--- src/rtl/mem_stage.sv ---
// MEM stage: waits on data-SRAM responses, extracts load data,
// forwards results to ID/WB and drops responses orphaned by a flush.
module mem_stage #(
  parameter int EXC_W = 85
) (
  input  logic                   clk,
  input  logic                   reset,
  input  logic                   es2ms_valid,
  input  logic [109+EXC_W-1:0]   es2ms_bus,
  input  logic                   es_req_outstanding,
  output logic                   ms_allowin,
  input  logic                   ws_allowin,
  output logic                   ms2ws_valid,
  output logic [64+EXC_W-1:0]    ms2ws_bus,
  output logic [38:0]            ms_rf_zip,
  output logic [38:0]            ms_fwd_zip,
  output logic                   ms_ex,
  input  logic                   wb_flush,
  input  logic                   data_sram_data_ok,
  input  logic [31:0]            data_sram_rdata
);

  typedef struct packed {
    logic [31:0]      vaddr;
    logic [31:0]      pc;
    logic [EXC_W-1:0] exc;
    logic             has_exc;
    logic             mem_req;
    logic             res_from_mem;
    logic [2:0]       mem_op;
    logic             csr_re;
    logic             rf_we;
    logic [4:0]       waddr;
    logic [31:0]      alu_res;
  } es2ms_t;

  logic        ms_valid_q, ms_valid_d;
  es2ms_t      bus_q, bus_d;
  logic [1:0]  cancel_q, cancel_d;
  logic        buf_valid_q, buf_valid_d;
  logic [31:0] buf_data_q, buf_data_d;

  logic        data_ok_eff;
  logic        ms_wait;
  logic        ms_ready_go;
  logic        handoff;
  logic [2:0]  cnt_sum;
  logic [31:0] rdata_sel;
  logic [7:0]  ld_b;
  logic [15:0] ld_h;
  logic [31:0] ld_val;
  logic [31:0] wdata;

  assign data_ok_eff = data_sram_data_ok & (cancel_q == 2'd0);
  assign ms_wait     = ms_valid_q & bus_q.mem_req
                     & ~bus_q.has_exc & ~buf_valid_q;
  assign ms_ready_go = ~ms_wait | data_ok_eff;
  assign ms_allowin  = ~ms_valid_q | (ms_ready_go & ws_allowin);
  assign ms2ws_valid = ms_valid_q & ms_ready_go;
  assign handoff     = ms2ws_valid & ws_allowin;

  always_comb begin
    ms_valid_d = ms_valid_q;
    if (wb_flush) begin
      ms_valid_d = 1'b0;
    end else if (ms_allowin) begin
      ms_valid_d = es2ms_valid;
    end
    bus_d = bus_q;
    if (es2ms_valid & ms_allowin) begin
      bus_d = es2ms_t'(es2ms_bus);
    end
  end

  // Capture the response when WB stalls so SRAM data is not lost.
  always_comb begin
    buf_valid_d = buf_valid_q;
    buf_data_d  = buf_data_q;
    if (wb_flush | handoff) begin
      buf_valid_d = 1'b0;
    end else if (data_ok_eff & ms_wait & ~ws_allowin) begin
      buf_valid_d = 1'b1;
      buf_data_d  = data_sram_rdata;
    end
  end

  always_comb begin
    cnt_sum  = {1'b0, cancel_q};
    cancel_d = cancel_q;
    if (wb_flush) begin
      cnt_sum = {1'b0, cancel_q}
              + {2'b00, ms_wait & ~data_ok_eff}
              + {2'b00, es_req_outstanding};
      if (data_sram_data_ok & (cancel_q != 2'd0)) begin
        cnt_sum = cnt_sum - 3'd1;
      end
      cancel_d = (cnt_sum > 3'd3) ? 2'd3 : cnt_sum[1:0];
    end else if (data_sram_data_ok & (cancel_q != 2'd0)) begin
      cancel_d = cancel_q - 2'd1;
    end
  end

  assign rdata_sel = buf_valid_q ? buf_data_q : data_sram_rdata;

  always_comb begin
    unique case (bus_q.vaddr[1:0])
      2'd0:    ld_b = rdata_sel[7:0];
      2'd1:    ld_b = rdata_sel[15:8];
      2'd2:    ld_b = rdata_sel[23:16];
      default: ld_b = rdata_sel[31:24];
    endcase
    ld_h = bus_q.vaddr[1] ? rdata_sel[31:16] : rdata_sel[15:0];
    case (bus_q.mem_op)
      3'd1:    ld_val = {{24{ld_b[7]}}, ld_b};
      3'd2:    ld_val = {24'd0, ld_b};
      3'd3:    ld_val = {{16{ld_h[15]}}, ld_h};
      3'd4:    ld_val = {16'd0, ld_h};
      default: ld_val = rdata_sel;
    endcase
  end

  assign wdata = bus_q.res_from_mem ? ld_val : bus_q.alu_res;

  assign ms2ws_bus = {bus_q.vaddr, bus_q.pc, bus_q.exc};
  assign ms_rf_zip = {bus_q.csr_re,
                      bus_q.rf_we & ~bus_q.has_exc,
                      bus_q.waddr, wdata};
  assign ms_fwd_zip = {ms_valid_q & (bus_q.res_from_mem | bus_q.csr_re)
                         & ~ms_ready_go,
                       ms_valid_q & bus_q.rf_we & ~bus_q.has_exc,
                       bus_q.waddr, wdata};
  assign ms_ex = ms_valid_q & bus_q.has_exc;

  always_ff @(posedge clk or posedge reset) begin
    if (reset) begin
      ms_valid_q  <= 1'b0;
      bus_q       <= '0;
      cancel_q    <= 2'd0;
      buf_valid_q <= 1'b0;
      buf_data_q  <= 32'd0;
    end else begin
      ms_valid_q  <= ms_valid_d;
      bus_q       <= bus_d;
      cancel_q    <= cancel_d;
      buf_valid_q <= buf_valid_d;
      buf_data_q  <= buf_data_d;
    end
  end

endmodule
--- config.mk ---
export PLATFORM = sky130hd
export DESIGN_NAME = mem_stage
export DESIGN_NICKNAME = d
export VERILOG_FILES = /design/src/rtl/mem_stage.sv
export SDC_FILE = /design/constraint.sdc
export NUM_CORES = 1
export LEC_CHECK = 0
export CORE_AREA = 5 5 178 180
export CTS_CLUSTER_DIAMETER = 30
export DETAILED_ROUTE_END_ITERATION = 6
export DIE_AREA = 0 0 183 185
export MAX_ROUTING_LAYER = met4
export PLACE_DENSITY = 0.76
export SKIP_CTS_REPAIR_TIMING = 1
export SYNTH_ARGS = -nofsm -noshare
export SYNTH_HDL_FRONTEND = slang
export SYNTH_SLANG_ARGS = --single-unit
--- constraint.sdc ---
create_clock -name clk -period 9.5 [get_ports clk]
set_input_delay 1.9 -clock clk [delete_from_list [all_inputs] [get_ports clk]]
set_output_delay 1.9 -clock clk [all_outputs]
set_load 0.1 [all_outputs]
==> reports/qor.yml <==
outcome:
  status: "finished, final reports clean"
synthesis:
  yosys.area_share.simple_pct: 3.671
  synth.area.top_cells: "dfrtp_1, mux2_1, buf_4"
  ys_seq_elements: 230
  synth_warnings: 0
  synth_top_area_share_pct: 50.25
  syn_area_sq_um: 11450
  synthArstFlopShare_pct: 100.0
  synth_edf_count: 0
  synth_flop_cell: "dfrtp_1"
  synthMuxAreaShare_pct: 24.97
  synth_xor_xnor_area_share_pct: 0.3059
  syn_inst: 906
  synth_nets: 1143
  synth_top_family_by_area: "multiplexers"
  synth_compound_area_share_pct: 5.320
  synth_cell_types: 46
  avgSynthCellArea_sq_um: 12.64
  ys_seq_area_share_pct: 50.25
  synthAdderAreaFrac_pct: 0.5025
  synth_top_area_cell: "dfrtp_1"
power:
  power_uw: 5376
  switching_share_pct: 41.08
  powerDensity_nw_per_um2: 312.0
  power.share.clock_pct: 40.7
  p_leak_uw: 0.007161
  intPower_uw: 3168
  p_comb_share_pct: 37.1
  peakVddDrop_mv: 0.2261
  power_frac_seq_pct: 22.2
  p_sw_uw: 2209
die:
  start_util_pct: 38.14
  dieArea_sq_um: 33860
  die_w_um: 183
  fp.dieH_um: 185
  ios: 463
  core_area_sq_um: 30030
  row_count: 64
clocking:
  clock-root-buffer: "clkbuf_16"
  insertion_delay_ps: 570
  h-tree-depth: 2
  cts_buffers: 61
  clockBufferDepth: 3
  clock_sinks: 230
  cts_tree: "built"
  clk_pin_slew_ps: 50
cells_and_area:
  drive_above_1_share_pct: 13.40
  fin_nets: 1440
  synthToLayoutAreaGrowth_pct: 50.46
flow_run:
  cap_violations: 0
critical_path:
  cp_max_fo: 16
  critical_path_class: "in -> out"
  worst_setup_path_end_kind: "output port"
  startpoint_type: "primary input"
  worstPathRequired_ps: 7600
  cp.arrival_ps: 5480
routing:
  wire_per_inst_um: 20.76
  postRouteAntennaNets: 0
  routed_wl_um: 34270
  dr_total_vias: 7857
  first_pass_iters: 4
  drc: 0
  drtIter0Drc: 323
  viasPerCell: 4.759
global_route:
  grt_util_all_layers_pct: 19.91
  grt_max_degree: 87
  grt_antenna_before_repair: 1
  grt-ovfl-total: 0
  grt_pass1_vias: 8670
  grt_pass1_wl_um: 51040
timing:
  drv_slew: 0
  hold_viol_final: 0
  period_share_pct: 77.68
  fin_crit_ps: 7380
  slew_headroom_pct: 24.49
  finClkSkew_ps: 31.00
  setup_viol: 0
  tightest_slew_ps: 1133
  final.setup.tns_ps: 0
  rsz0062_at_grt: "false"
  fmax_mhz: 135.5
  whs_ps: 475.6
place:
  gp_congestion: 0.8782
  port_buffers: 462
  place_hpwl_um: 24770
min_path:
  min-delay-path-class: "reg -> reg"
worst max-delay path, stage by stage:
cell and delay, ps:
clkdlybuf4s50_1 480, mux2i_1 200, mux4_2 570, o311ai_4 790, o22a_1 290, clkdlybuf4s50_1 1220
per-layer routing:
layer | vias to the layer above | track usage, % | share of wire, %
met5 | - | - | 0
met2 | 367 | 33.29 | 50
met1 | 3847 | 21.94 | 37
li1 | 3578 | - | -
met4 | 0 | 7.598 | 3.8
met3 | 65 | 7.070 | 8.9
cell families (layout without fill, tap and decap cells):
| group | after synthesis | in the layout |
|---|---|---|
| compound gates | 79 | 79 |
| simple gates | 85 | 85 |
| mux | 254 | 254 |
| fa+ha+maj | 4 | 4 |
| flops | 230 | 230 |
| other cells | 0 | 1 |
| buf+inv | 250 | 598 |
| xor+xnor | 4 | 4 |
cell usage after synthesis (3+ instances only):
| cell | instances |
|---|---|
| a21oi_1 | 3 |
| a22oi_1 | 8 |
| a31oi_1 | 11 |
| a41oi_1 | 7 |
| and2_1 | 3 |
| buf_2 | 33 |
| buf_4 | 192 |
| clkbuf_1 | 9 |
| dfrtp_1 | 230 |
| ha_1 | 3 |
| inv_1 | 14 |
| mux2_1 | 190 |
| mux2_2 | 44 |
| mux2i_1 | 18 |
| nand2_1 | 4 |
| nand2b_1 | 17 |
| nor2_1 | 45 |
| nor2b_1 | 5 |
| o211ai_1 | 7 |
| o21ai_0 | 9 |
| o22a_1 | 18 |
| o2bb2ai_1 | 7 |
| xnor2_1 | 3 |
through the flow:
step | instances | cell area, sq um | utilization [%] | setup slack [ps]
2_1_floorplan | 906 | 11450 | - | 1295
3_3_place_gp | 1536 | 15000 | 49.94 | 2169
3_5_place_dp | 1536 | 15000 | 49.94 | 2141
4_1_cts | 1650 | 17230 | 57.38 | 2126
5_1_grt | 1651 | 17230 | 57.39 | 2072
6_report | 1651 | 17230 | 57.39 | 2120
power by group through the flow:
stage	Combinational (uW)	Sequential [uW]	Clock, uW
after floorplan	1690	1170	0
after global placement	1980	1200	0
after detailed placement	2000	1200	0
after CTS	2010	1190	2230
after global routing	2050	1210	2300
final	1990	1190	2190
registers in the layout, indices dropped and copies added (netlist names):
register	flops
cancel_q	2
ms2ws_bus	149
ms_rf_zip	1
ms_fwd_zip	5
buf_valid_q	1
buf_data_q	32
bus_q	39
ms_valid_q	1
final timing paths:
path                            cells after the start        endpoint           startpoint  slack [ps]
worst min-delay path                                1   buf_data_q[4]        buf_data_q[4]         480
min in group asynchronous                           2   ms2ws_bus[83]                reset        1820
worst max register to register                      7  ms2ws_bus[146]          cancel_q[0]        6390
max in group asynchronous                           3    ms2ws_bus[2]                reset        6210
worst min register to register                      1   buf_data_q[4]        buf_data_q[4]         480
worst max-delay path                                6   ms_rf_zip[31]  data_sram_rdata[23]        2120
final cells by class:
type,instances,area [sq um]
Antenna cell,1,2.502
Clock buffer,75,1649
Clock inverter,39,584.3
Fill cell,2390,12800
Inverter,14,60.06
Multi-Input combinational cell,426,3999
Sequential cell,230,5758
Tap cell,396,495.5
Timing Repair Buffer,470,4684
placed cells by master, fill, tap and decap left out, types with 2 or more instances in the layout:
| cell type | synthesis | routed |
|---|---|---|
| dfrtp_1 | 230 | 228 |
| mux4_2 | 2 | 2 |
| mux2_1 | 190 | 190 |
| bufinv_16 | 0 | 12 |
| a21oi_1 | 3 | 3 |
| a41oi_1 | 7 | 7 |
| and2_1 | 3 | 3 |
| buf_4 | 192 | 8 |
| o22a_1 | 18 | 18 |
| o211ai_1 | 7 | 7 |
| clkbuf_8 | 0 | 7 |
| a22oi_1 | 8 | 8 |
| dfrtp_2 | 0 | 2 |
| nand2b_1 | 17 | 17 |
| o21ai_0 | 9 | 9 |
| clkinv_4 | 0 | 6 |
| inv_1 | 14 | 13 |
| nor3_1 | 2 | 2 |
| a31oi_1 | 11 | 11 |
| mux2i_1 | 18 | 18 |
| nor2b_1 | 5 | 5 |
| nor2_1 | 45 | 45 |
| nand2_1 | 4 | 4 |
| clkinv_2 | 0 | 9 |
| clkbuf_16 | 0 | 61 |
| clkbuf_1 | 9 | 7 |
| o2bb2ai_1 | 7 | 7 |
| mux2_2 | 44 | 44 |
| clkdlybuf4s50_1 | 0 | 462 |
| ha_1 | 3 | 3 |
| xnor2_1 | 3 | 3 |
| clkinvlp_4 | 0 | 9 |
No activity file was read; power rests on OpenSTA's default activity.
